File: src/rtl/cla_multiword_seq.sv
// Sequential wide adder: A + B + Cin on WORDS*N-bit operands through one N-bit CLA,
// one word per clock, least significant word first, with the inter-word carry held in a register.
module cla_multiword_seq #(
  parameter int unsigned N     = 16,
  parameter int unsigned WORDS = 4
) (
  input  logic                 clk,
  input  logic                 rst_n,
  input  logic                 start,
  input  logic [N*WORDS-1:0]   a,
  input  logic [N*WORDS-1:0]   b,
  input  logic                 cin,
  output logic                 busy,
  output logic                 done,
  output logic [N*WORDS-1:0]   sum,
  output logic                 cout
);

  localparam int unsigned W  = N * WORDS;
  localparam int unsigned IW = (WORDS > 1) ? $clog2(WORDS) : 1;

  typedef enum logic {
    IDLE = 1'b0,
    RUN  = 1'b1
  } state_t;

  state_t                    state_q, state_d;
  logic [WORDS-1:0][N-1:0]   a_q, a_d;
  logic [WORDS-1:0][N-1:0]   b_q, b_d;
  logic [WORDS-1:0][N-1:0]   part_q, part_d;
  logic [IW-1:0]             idx_q, idx_d;
  logic                      carry_q, carry_d;
  logic                      busy_q, busy_d;
  logic                      done_q, done_d;
  logic                      cout_q, cout_d;
  logic [W-1:0]              sum_q, sum_d;

  logic [N-1:0]              cla_a, cla_b, cla_s;
  logic                      cla_cout;

  // Current word slice of each operand feeds the shared CLA.
  assign cla_a = a_q[idx_q];
  assign cla_b = b_q[idx_q];

  cla #(.N(N)) u_cla (
    .A    (cla_a),
    .B    (cla_b),
    .Cin  (carry_q),
    .S    (cla_s),
    .Cout (cla_cout)
  );

  always_ff @(posedge clk) begin
    if (!rst_n) begin
      state_q <= IDLE;
      a_q     <= '0;
      b_q     <= '0;
      part_q  <= '0;
      idx_q   <= '0;
      carry_q <= 1'b0;
      busy_q  <= 1'b0;
      done_q  <= 1'b0;
      cout_q  <= 1'b0;
      sum_q   <= '0;
    end else begin
      state_q <= state_d;
      a_q     <= a_d;
      b_q     <= b_d;
      part_q  <= part_d;
      idx_q   <= idx_d;
      carry_q <= carry_d;
      busy_q  <= busy_d;
      done_q  <= done_d;
      cout_q  <= cout_d;
      sum_q   <= sum_d;
    end
  end

  // Next-state and next-output logic; done defaults low so it only pulses.
  always_comb begin
    state_d = state_q;
    a_d     = a_q;
    b_d     = b_q;
    part_d  = part_q;
    idx_d   = idx_q;
    carry_d = carry_q;
    busy_d  = busy_q;
    done_d  = 1'b0;
    cout_d  = cout_q;
    sum_d   = sum_q;

    unique case (state_q)
      IDLE: begin
        if (start) begin
          a_d     = a;
          b_d     = b;
          carry_d = cin;
          idx_d   = '0;
          busy_d  = 1'b1;
          state_d = RUN;
        end
      end
      RUN: begin
        part_d[idx_q] = cla_s;
        carry_d       = cla_cout;
        idx_d         = idx_q + IW'(1);
        if (idx_q == IW'(WORDS - 1)) begin
          // Completion edge publishes the full result, final slice included.
          sum_d   = W'(part_d);
          cout_d  = cla_cout;
          busy_d  = 1'b0;
          done_d  = 1'b1;
          idx_d   = '0;
          state_d = IDLE;
        end
      end
      default: state_d = IDLE;
    endcase
  end

  assign busy = busy_q;
  assign done = done_q;
  assign sum  = sum_q;
  assign cout = cout_q;

endmodule

// N-bit carry-lookahead adder built on a parallel-prefix (Kogge-Stone) generate/propagate tree.
module cla #(
  parameter int unsigned N = 16
) (
  input  logic [N-1:0] A,
  input  logic [N-1:0] B,
  input  logic         Cin,
  output logic [N-1:0] S,
  output logic         Cout
);

  localparam int unsigned LV = (N > 1) ? $clog2(N) : 0;

  // Group generate/propagate over [i:0] via log2(N) prefix levels, then fold in Cin.
  function automatic logic [N:0] carries(input logic [N-1:0] g_in,
                                         input logic [N-1:0] p_in,
                                         input logic         ci);
    logic [N-1:0] g, p, gn, pn;
    logic [N:0]   c;
    g = g_in;
    p = p_in;
    for (int l = 0; l < int'(LV); l++) begin
      gn = g;
      pn = p;
      for (int i = (1 << l); i < int'(N); i++) begin
        gn[i] = g[i] | (p[i] & g[i - (1 << l)]);
        pn[i] = p[i] & p[i - (1 << l)];
      end
      g = gn;
      p = pn;
    end
    c[0] = ci;
    for (int i = 0; i < int'(N); i++) begin
      c[i+1] = g[i] | (p[i] & ci);
    end
    return c;
  endfunction

  logic [N:0] c;

  assign c    = carries(A & B, A ^ B, Cin);
  assign S    = (A ^ B) ^ c[N-1:0];
  assign Cout = c[N];

endmodule

File: config.mk
export PLATFORM = sky130hd
export DESIGN_NAME = cla_multiword_seq
export DESIGN_NICKNAME = d
export VERILOG_FILES = /design/src/rtl/cla_multiword_seq.sv
export SDC_FILE = /design/constraint.sdc
export NUM_CORES = 1
export LEC_CHECK = 0
export CAP_MARGIN = 5
export CELL_PAD_IN_SITES_DETAIL_PLACEMENT = 0
export CELL_PAD_IN_SITES_GLOBAL_PLACEMENT = 1
export CORE_MARGIN = 3
export CORE_UTILIZATION = 35
export CTS_CLUSTER_DIAMETER = 80
export DETAILED_ROUTE_END_ITERATION = 12
export PLACE_DENSITY = 0.88
export SYNTH_ARGS = -nofsm -noshare
export SYNTH_HDL_FRONTEND = slang
export SYNTH_SLANG_ARGS = --single-unit
File: constraint.sdc
create_clock -name clk -period 3.1 [get_ports clk]
set_input_delay 0.62 -clock clk [delete_from_list [all_inputs] [get_ports clk]]
set_output_delay 0.62 -clock clk [all_outputs]
set_load 0.02 [all_outputs]
Word level (Yosys, flattened, before mapping)
Cells that the tools add are included.
{"block": "op_classes", "add_sub_neg": 1, "magnitude_cmp": 2, "n_eq_ne": 3, "muxes": 19, "n_bitwise": 183, "n_reduce_logical": 5}
{"cell": "bitwise AND 1 bit", "count": 114}
{"cell": "bitwise OR 1 bit", "count": 65}
{"cell": "binary-select mux 16 bit (select 2 bit)", "count": 2}
{"cell": "bitwise mux 64 bit", "count": 1}
{"cell": "two-way mux 16 bit", "count": 3}
{"cell": "demux 16 bit (select 2 bit)", "count": 1}
{"cell": "bitwise XOR 16 bit", "count": 2}
{"cell": "bitwise AND 16 bit", "count": 1}
{"cell": "AND reduction 2 bit", "count": 4}
{"cell": "two-way mux 1 bit", "count": 6}
{"cell": "case mux 1 bit (2 select lines)", "count": 3}
{"cell": "two-way mux 2 bit", "count": 2}
{"cell": "case mux 2 bit (2 select lines)", "count": 1}
{"cell": "less-than comparator 2 x 3 -> 1 bit (second input constant)", "count": 1}
{"cell": "adder 2 x 1 -> 2 bit (second input constant)", "count": 1}
{"cell": "== test 2 bit (second input constant)", "count": 1}
{"cell": "greater-or-equal comparator 2 x 1 -> 1 bit (second input constant)", "count": 1}
{"cell": "inequality test 2 x 1 -> 1 bit (second input constant)", "count": 1}
{"cell": "inequality test 2 bit (second input constant)", "count": 1}
{"cell": "logical AND 1 bit", "count": 1}
{"cell": "NOT 1 bit", "count": 1}
{"block": "totals", "register_bits": 263, "inputBits": 132, "output_inout_bits": 67, "word_cells": 232}

Logic depth before layout (Yosys ltp)
Gate-level depths: netlist (run 1).
{"block": "depth", "word_depth": 13, "mapped_depth": 13, "depth_no_buf": 8}

Hierarchy
Synthesis (run 1) repeated with hierarchy kept, for this count alone.
{"block": "hier_totals", "cells_unflattened": 1291, "area_unflattened_um2": 11686.2}
{"mod": "cla_multiword_seq", "instances": 1, "cells_each": 1176, "area_each_um2": 10856.7, "seq_area_each_um2": 5265.0}
{"mod": "cla", "instances": 1, "cells_each": 115, "area_each_um2": 829.5, "seq_area_each_um2": 0.0}

Worst setup path after synthesis (run 1)
OpenSTA, ideal clock, no wires.
{"block": "synth_path", "path_type": "flip-flop to flip-flop", "start": "register idx_q[0]", "end": "register sum_q[62] (netlist: sum[62])", "setup_ps": 117, "arrival_time_ps": 3088, "t_required_ps": 2983, "setup_slack_ps": -104, "stages_incl_launch_ff": 12, "path_buffers": 3, "synth_period_minus_slack_ps": 3204, "path_cell_list": "dfxtp_1 > clkbuf_1 > buf_2 > mux4_2 > ha_1 > a211oi_2 > nor4b_2 > o21bai_1 > o31a_1 > buf_6 > xnor2_2 > a22o_1"}
{"block": "synth_between", "elab_chain_cells": 13, "elab_cells_between_ends": 56}
{"element": "start, declared", "line": "31", "text": "logic [IW-1:0] idx_q, idx_d;"}
{"element": "start signal, assigned", "line": "70", "text": "idx_q <= idx_d;"}
{"element": "binary-select mux 16 bit (select 2 bit) (on tied branches)", "line": "42, 43"}
{"element": "two-way mux 16 bit (on tied branches)", "line": "42, 43"}
{"element": "bitwise XOR 16 bit or bitwise AND 16 bit (tied branches)", "line": "168, 169"}
{"element": "bitwise AND 1 bit", "line": "153", "text": "gn[i] = g[i] | (p[i] & g[i - (1 << l)]);"}
{"element": "bitwise OR 1 bit", "line": "153"}
{"element": "bitwise AND 1 bit", "line": "153"}
{"element": "bitwise OR 1 bit", "line": "153"}
{"element": "bitwise AND 1 bit or bitwise OR 1 bit (tied branches)", "line": "153"}
{"element": "bitwise OR 1 bit or bitwise AND 1 bit (tied branches)", "line": "153"}
{"element": "bitwise OR 1 bit", "line": "153"}
{"element": "bitwise OR 1 bit", "line": "161", "text": "c[i+1] = g[i] | (p[i] & ci);"}
{"element": "bitwise XOR 16 bit", "line": "169", "text": "assign S = (A ^ B) ^ c[N-1:0];"}
{"element": "bitwise mux 64 bit", "line": "104", "text": "part_d[idx_q] = cla_s;"}
{"element": "end signal, assigned", "line": "75", "text": "sum_q <= sum_d;"}
{"element": "end, declared", "line": "36", "text": "logic [W-1:0] sum_q, sum_d;"}
Parallel ways exist; a longest one is shown, timed or not. The select of a mux whose other input is x is not followed.
A chain may end at the register's enable or synchronous reset.

Worst setup path after layout (run 1)
{"block": "layout_path", "start": "register idx_q[0]", "end": "register sum_q[53] (netlist: sum[53])"}
{"block": "layout_between", "elab_chain_cells": 11, "elab_cells_between_ends": 29}
{"element": "binary-select mux 16 bit (select 2 bit) (on tied branches)", "line": "42, 43"}
{"element": "two-way mux 16 bit (on tied branches)", "line": "42, 43"}
{"element": "bitwise XOR 16 bit or bitwise AND 16 bit (tied branches)", "line": "168, 169"}
{"element": "bitwise AND 1 bit", "line": "153"}
{"element": "bitwise OR 1 bit", "line": "153"}
{"element": "bitwise AND 1 bit", "line": "153"}
{"element": "bitwise OR 1 bit (2 in a row)", "line": "153"}
{"element": "bitwise OR 1 bit", "line": "161"}
{"element": "bitwise XOR 16 bit", "line": "169"}
{"element": "bitwise mux 64 bit", "line": "104"}
Parallel ways exist; a longest one is shown, timed or not. The select of a mux whose other input is x is not followed.

==> results.md, run 1 <==
* Number of buffers created by CTS at 27
* Worst-path fanout max at 13
* Synth Flop Type: dfxtp_1
* Crit path capture type: register
* Largest net degree at the start of global routing at 84
* Critical path's top delay family: compound AO/OA/AOI/OAI gates
* Placed wire-length estimate at between 20 and 25 mm
* Peak Freq at ~330 MHz
* Avg Inst Size Synth at 8.475 um2
* Fin crit share at between 90% and 100%
* CTS tree: done
* Gr usage total at 18.26%
* CTS clock-pin slew for the worst setup and hold paths at about 0.06 ns
* Post-synth EDFFs at 0
* Met1 layer usage reported by global route at 24.48%
* Sequential share of the synthesized area at 46.94%
* Vias in the first global route at 9031
* Sw Pwr at ~1.9 mW
* DR pass1 iterations at 6
* Startpoint types: register
* DR vias/cell at 5.102
* Most frequent cell after synthesis: nand2_1
* Mapped Area at approximately 11000 um2
* Asr flop ratio synth at 0%
* Worst Tran Pin Value at 0.8391 ns
* Synth warnings at 0
* Routing usage on met2 at 31.00%
* Initial Util at between 30% and 40%
* # rows at 62
* Slowest-stage cell, CP: mux4_2
* RD Place Congestion at 0.8094
* Cts hold-fix bufs at 0
* Largest buffer count on any clock path at 3
* Power per cell area at approximately 540 nW/um2
* CTS Root Buffer Type: clkbuf_16
* Clock group share of total power at 42.3%
* Diode count at 0
* Top cell type's share of synthesized area at 46.94%
* Worst ir drop on vdd at 0.4946 mV
* Die Y at 179.5 um
* Vias at 9265
* Final worst setup slack at about 0.10 ns
* Int Pwr at 5.723 mW
* Inst Count DP at 1766
* Slowest Stage Delay on Critical Path at 0.55 ns
* Die Width at 179.5 um
* Most frequent cells after synthesis: nand2_1, dfxtp_1, a21oi_1
* Worst path cell trace: buf_12 -> mux4_2 -> ha_1 -> a211oi_4 -> o21bai_1 -> a21o_1 -> a21oi_2 -> buf_6 -> xnor2_1 -> a22o_1
* Setup violators final at 0
* Sequential Power Share at between 40 and 50%
* Iter 0 DRT Violations at roughly 670
* Power share of the combinational group at 13.6%
* Layout area overhead at 33.65%
* CP Buf/Inv Count at 2
* Share of cells above drive strength 1 at between 10 and 15%
* Syn_nets at 1396
* GR peak layer: met2
* Hold_ws at 0.4429 ns
* I/O pin count at around 200
* Worst Path Arrival at 3.42 ns
* Final hold violations at 0
* First-pass GRT wire length at 48.59 mm
* Final ANT Viol Nets at 0
* Number of nets in the layout at 1565
* LEAKAGE at slightly above 5 nW
* IO buf count at 198
* Final total power at 7.628 mW
* Total wire length at 31.00 mm
* Sw Share at 24.98%
* Min-delay worst type: register to register
* Worst slew margin at roughly 44%
* Yosys top cell by area: dfxtp_1
* WS Path Type: register to register
* DP Worst Slack at approximately 0.047 ns
* Core area at ~30000 um2
* M3 GR Usage at 3.618%
* Area contributors post-synth: dfxtp_1, nand2_1, a21oi_1, mux4_2, mux2i_1
* Fillers at around 2800
* Wire length per cell at about 17 um
* Worst-Skew Late Latency at 0.53 ns
* Status: completed
* Clock Skew at ~0.016 ns
* Minimum clock period at approximately 3 ns
* Residual DRC at 0
* Fin cells at 1816
* Sink Count at 247
* Worst Path Required at 3.52 ns
* Initial antenna violation count at 1
* Number of max-cap violations at 0
* Pins Over Slew Limit at 0
* GRT Residual Overflow at 0
* H-tree depth at 1
* Post-route setup TNS at 0 ns
* Cell variety after synth at 52
* Register bit total from synthesis at 247
* Syn Inst Count at ~1200
* Die area at 32210 um2
## cells in the final DEF, fill, tap and decap left out, types with 6 or more instances in the layout
| master | instances |
|---|---|
| nand2_1 | 403 |
| dfxtp_1 | 245 |
| clkdlybuf4s50_1 | 198 |
| a21oi_1 | 176 |
| o21ai_0 | 40 |
| buf_4 | 35 |
| mux2i_1 | 34 |
| mux4_2 | 32 |
| o21ai_1 | 28 |
| clkbuf_16 | 27 |
| nand3_1 | 22 |
| a32oi_1 | 18 |
| nor2_1 | 16 |
| ha_1 | 16 |
| nand4_1 | 9 |
| nor3_1 | 9 |
| buf_12 | 9 |
| clkbuf_8 | 8 |
| a211oi_1 | 7 |
| xnor2_1 | 6 |
| a22o_1 | 6 |
| clkbuf_1 | 6 |
## per-layer routing
metal | up-vias | wire (um)
li1 | 4603 | -
met1 | 4321 | 13790
met2 | 282 | 14780
met3 | 57 | 1776
met4 | 2 | 629
met5 | - | 13
## cells by family after synthesis
kind of cell	count (synthesis)	synth area share (%)
AOI/OAI and AO/OA	310	16.90
buffers and inverters	112	4.228
muxes	66	10.07
adders and majority gates	21	2.566
xor gates and xnor gates	12	1.283
and+or+nand+nor	475	18.01
DFF	247	46.94
## sequential cells by signal, summed over array words and instances (netlist names)
name     cells
b_q         64
part_q      48
cout         1
busy         1
carry_q      1
a_q         64
done         1
idx_q        2
state_q      1
sum         64
## power by group through the flow
stage	combinational, mW	sequential (mW)	clock (mW)
floorplan	0.574	3.40	0
global placement	0.990	3.43	0
detailed placement	1.00	3.43	0
CTS	1.01	3.36	3.28
global route	1.13	3.37	3.40
finish	1.03	3.36	3.23
## worst reg2reg max path: stages, from the launching register on
cell	delay (ns)
dfxtp_2	0.38
buf_12	0.17
mux4_2	0.55
ha_1	0.37
a211oi_4	0.34
o21bai_1	0.18
a21o_1	0.24
a21oi_2	0.21
buf_6	0.18
xnor2_1	0.08
a22o_1	0.19
## per-stage QoR
stage | area (um2) | util (%)
finish | 14080 | 48.27
global route | 14080 | 48.27
CTS | 13970 | 47.89
detailed placement | 13060 | 44.77
global placement | 13060 | 44.77
floorplan | 10540 | -
## final cells by class
class | count | area (um2) | share of cell area, %
multi-input cells | 884 | 5268 | 37.42
flip-flops and latches | 247 | 4947 | 35.14
repair buffers | 243 | 2436 | 17.30
clock buffers | 41 | 808.3 | 5.741
well taps | 384 | 480.5 | 3.413
clock inverters | 8 | 102.6 | 0.7288
inverters | 9 | 36.28 | 0.2577
## worst paths after layout
path / startpoint / end / slack (ns) / cells after the start
hold / removal: sum[57]$_SDFFE_PN0P_ / sum[57]$_SDFFE_PN0P_ / 0.44 / 2
setup reg to reg: idx_q[0]$_SDFFE_PN0P_ / sum[53]$_SDFFE_PN0P_ / 0.10 / 10
hold reg to reg: sum[57]$_SDFFE_PN0P_ / sum[57]$_SDFFE_PN0P_ / 0.44 / 2
setup / recovery: idx_q[0]$_SDFFE_PN0P_ / sum[53]$_SDFFE_PN0P_ / 0.10 / 10
## what timing repair did
action / 4_1_cts / 5_1_grt
endpoints found under the setup margin: 0 / 37
setup buffers: 0 / 1
resized for setup: 0 / 19
No activity file was read; power rests on OpenSTA's default activity.
==> run 2: changes to the inputs <==
CORE_MARGIN = not set   (was 3)
CORE_UTILIZATION = 42   (was 35)
DONT_BUFFER_PORTS = 1   (was not set)
PLACE_DENSITY = 0.87   (was 0.88)
RECOVER_POWER = 50   (was not set)
==> run 2 against run 1 <==
  * Final area decreased by 15%
  * Via count is 8.5% lower
  * Combinational power shrank 18%
  * Non-clock buffer count is 191 lower
  * Count of clock-buffer cells in the layout decreased by 4
  * Largest power group unchanged
  * Highest routed layer unchanged
==> results.md, run 2 (same netlist as run 1, synthesis figures left out) <==
* Status: completed
* Die area at 25720 um2 (-20%)
* Worst ir drop on vdd at 0.3857 mV (-22%)
* Worst Path Required at 3.50 ns (-0.02 ns)
* R2R Setup Slk at 0.14 ns (+0.04 ns)
* Diode count at 0 (unchanged)
* CTS Root Buffer Type: clkbuf_16
* GRT Residual Overflow at 0 (unchanged)
* Crit path top cell by count: o21ai_1
* Min-delay worst type: primary input to register
* Startpoint types: register
* LEAKAGE at 4.373 nW (-15%)
* Minimum clock period at 2.957 ns (-0.03886 ns)
* Slowest Stage Delay on Critical Path at 0.50 ns (-0.05 ns)
* DR pass1 iterations at 5 (-1)
* I/O pin count at 199 (unchanged)
* Post-route setup TNS at 0 ns (unchanged)
* Worst slew margin at 4.980% (-39 points)
* Largest buffer count on any clock path at 3 (unchanged)
* Reg2reg path depth at 10 (unchanged)
* Number of buffers created by CTS at 27 (unchanged)
* Worst path cell trace: buf_12 -> mux4_2 -> ha_1 -> o21ai_1 -> o21ai_1 -> a41o_1 -> xor2_2 -> buf_4 -> mux2i_1 -> o21ai_1
* Hold path depth at 1 (-1)
* WS Path Type: register to register
* Initial Util at 43.06% (+6.9 points)
* Critical Path Source: idx_q[0]$_SDFFE_PN0P_
* Final ANT Viol Nets at 0 (unchanged)
* Final worst setup slack at 0.1430 ns (+0.03886 ns)
* Die Width at 160.4 um (-11%)
* Iter 0 DRT Violations at 637 (-4.6%)
* Clock Skew at 0.007966 ns (-0.007871 ns)
* Most frequent cells in the layout: nand2_1, dfxtp_1, a21oi_1
* RD Place Congestion at 0.8541 (+5.5%)
* Vias in the first global route at 8106 (-10%)
* Crit path capture type: register
* Setup violators final at 0 (unchanged)
* IO buf count at 0 (-100%)
* DP Worst Slack at 0.004013 ns (-0.04274 ns)
* Share of cells above drive strength 1 at 11.48% (+1.3 points)
* CTS tree: done
* Core area at 24460 um2 (-16%)
* Worst Path Arrival at 3.35 ns (-0.07 ns)
* Cts hold-fix bufs at 0 (unchanged)
* Initial antenna violation count at 2 (+1)
* Power per cell area at 608.0 nW/um2 (+12%)
* Number of max-cap violations at 0 (unchanged)
* Slowest-stage cell, CP: mux4_2
* Worst Tran Pin Value at 1.422 ns (+0.5833 ns)
* Layout area overhead at 13.05%
* Placed wire-length estimate at 19.82 mm (-12%)
* Most common cell after layout, fill and taps aside: nand2_1
* Worst-path fanout max at 8 (-5)
* Pins Over Slew Limit at 0 (unchanged)
* H-tree depth at 1 (unchanged)
* Reg2reg end: sum[41]$_SDFFE_PN0P_
* Largest net degree at the start of global routing at 111 (+32%)
* Gr usage total at 21.57% (+3.3 points)
* Residual DRC at 0 (unchanged)
* # rows at 57 (-8.1%)
* Peak Freq at 338.2 MHz (+1.3%)
* Sink Count at 247 (unchanged)
* Worst Hold End: state_q$_SDFF_PN0_
* Reg-to-reg startpoint: idx_q[0]$_SDFFE_PN0P_
* Hold path startpoint: start
* Worst-Skew Late Latency at 0.53 ns (about the same)
* First-pass GRT wire length at 44.32 mm (-8.8%)
* Wire length per cell at 17.83 um (+4.4%)
* Final hold violations at 0 (unchanged)
* Vias at 8482 (-8.5%)
* Fin crit share at 95.39% (-1.3 points)
* DR vias/cell at 5.434 (+6.5%)
* CTS clock-pin slew for the worst setup and hold paths at 0.06 ns (about the same)
* Total wire length at 27.83 mm (-10%)
* Die Y at 160.4 um (-11%)
* Number of nets in the layout at 1374 (-12%)
run 2: cell types whose count changed in the layout (fill, tap and decap cells not counted), moves of 2 or more:
cell,delta
clkdlybuf4s50_1,-198
buf_4,+8
clkbuf_8,-4
a21oi_1,+2
a21oi_4,-2
buf_12,-2
ha_1,+2
ha_2,-2
xor2_2,+2
run 2: power by group:
part | total, mW | internal, mW | switching, mW
clock network | 3.04 | 1.77 | 1.27
registers | 3.36 | 3.29 | 0.0706
logic | 0.840 | 0.325 | 0.515
run 2: critical path: cells and delay by family (launching register included):
kind | cells | cell delay, ns
buffers and inverters | 2 | 0.32
AO/OA/AOI/OAI | 4 | 0.88
flip-flops | 1 | 0.41
XOR/XNOR | 1 | 0.17
adder cells (fa/ha/maj) | 1 | 0.32
multiplexers | 2 | 0.72
run 2: final cells by class:
class / count / area (um2)
multi-input cells: 884 / 5206
clock buffers: 37 / 753.2
repair buffers: 52 / 478.0
clock inverters: 8 / 80.08
well taps: 324 / 405.4
fillers: 2371 / 12550
inverters: 9 / 36.28
flip-flops and latches: 247 / 4950
run 2: what timing repair did:
action | in CTS | in global routing
cloned | 0 | 0
gates resized for setup | 1 | 9
pin swaps | 1 | 2
buffers inserted | 0 | 2
setup endpoints to repair | 2 | 64
run 2: worst max-delay path by stage:
| stage | to | depth (start not counted) | slack [ns] |
|---|---|---|---|
| 6_report | sum[41]$_SDFFE_PN0P_ | 10 | 0.14 |
| 5_1_grt | sum[26]$_SDFFE_PN0P_ | 10 | -0.009 |
| 4_1_cts | sum[62]$_SDFFE_PN0P_ | 10 | 0.03 |
| 3_5_place_dp | sum[13]$_SDFFE_PN0P_ | 9 | 0.004 |
| 3_3_place_gp | sum[62]$_SDFFE_PN0P_ | 10 | 0.09 |
| 2_1_floorplan | sum[62]$_SDFFE_PN0P_ | 11 | -0.02 |
run 2: metal layers:
| metal | share of wire, % | track usage, % |
|---|---|---|
| met1 | 45 | 29.45 |
| met2 | 46 | 34.49 |
| met3 | 6.9 | 4.649 |
| met4 | 2.5 | 5.758 |
| met5 | 0.047 | 0 |
run 2: per-stage QoR:
step                hold WS [ns]  std cells  power (mW)  area (um2)  utilization [%]
finish                    0.1989       1561       7.241       11910            48.68
global route              0.1785       1561       7.531       11910            48.68
CTS                       0.1828       1559       7.285       11870            48.52
detailed placement        0.4453       1514       4.260       11030            45.11
global placement          0.4392       1514       4.246       11030            45.11
floorplan                 0.4331       1243       3.977       10540                -
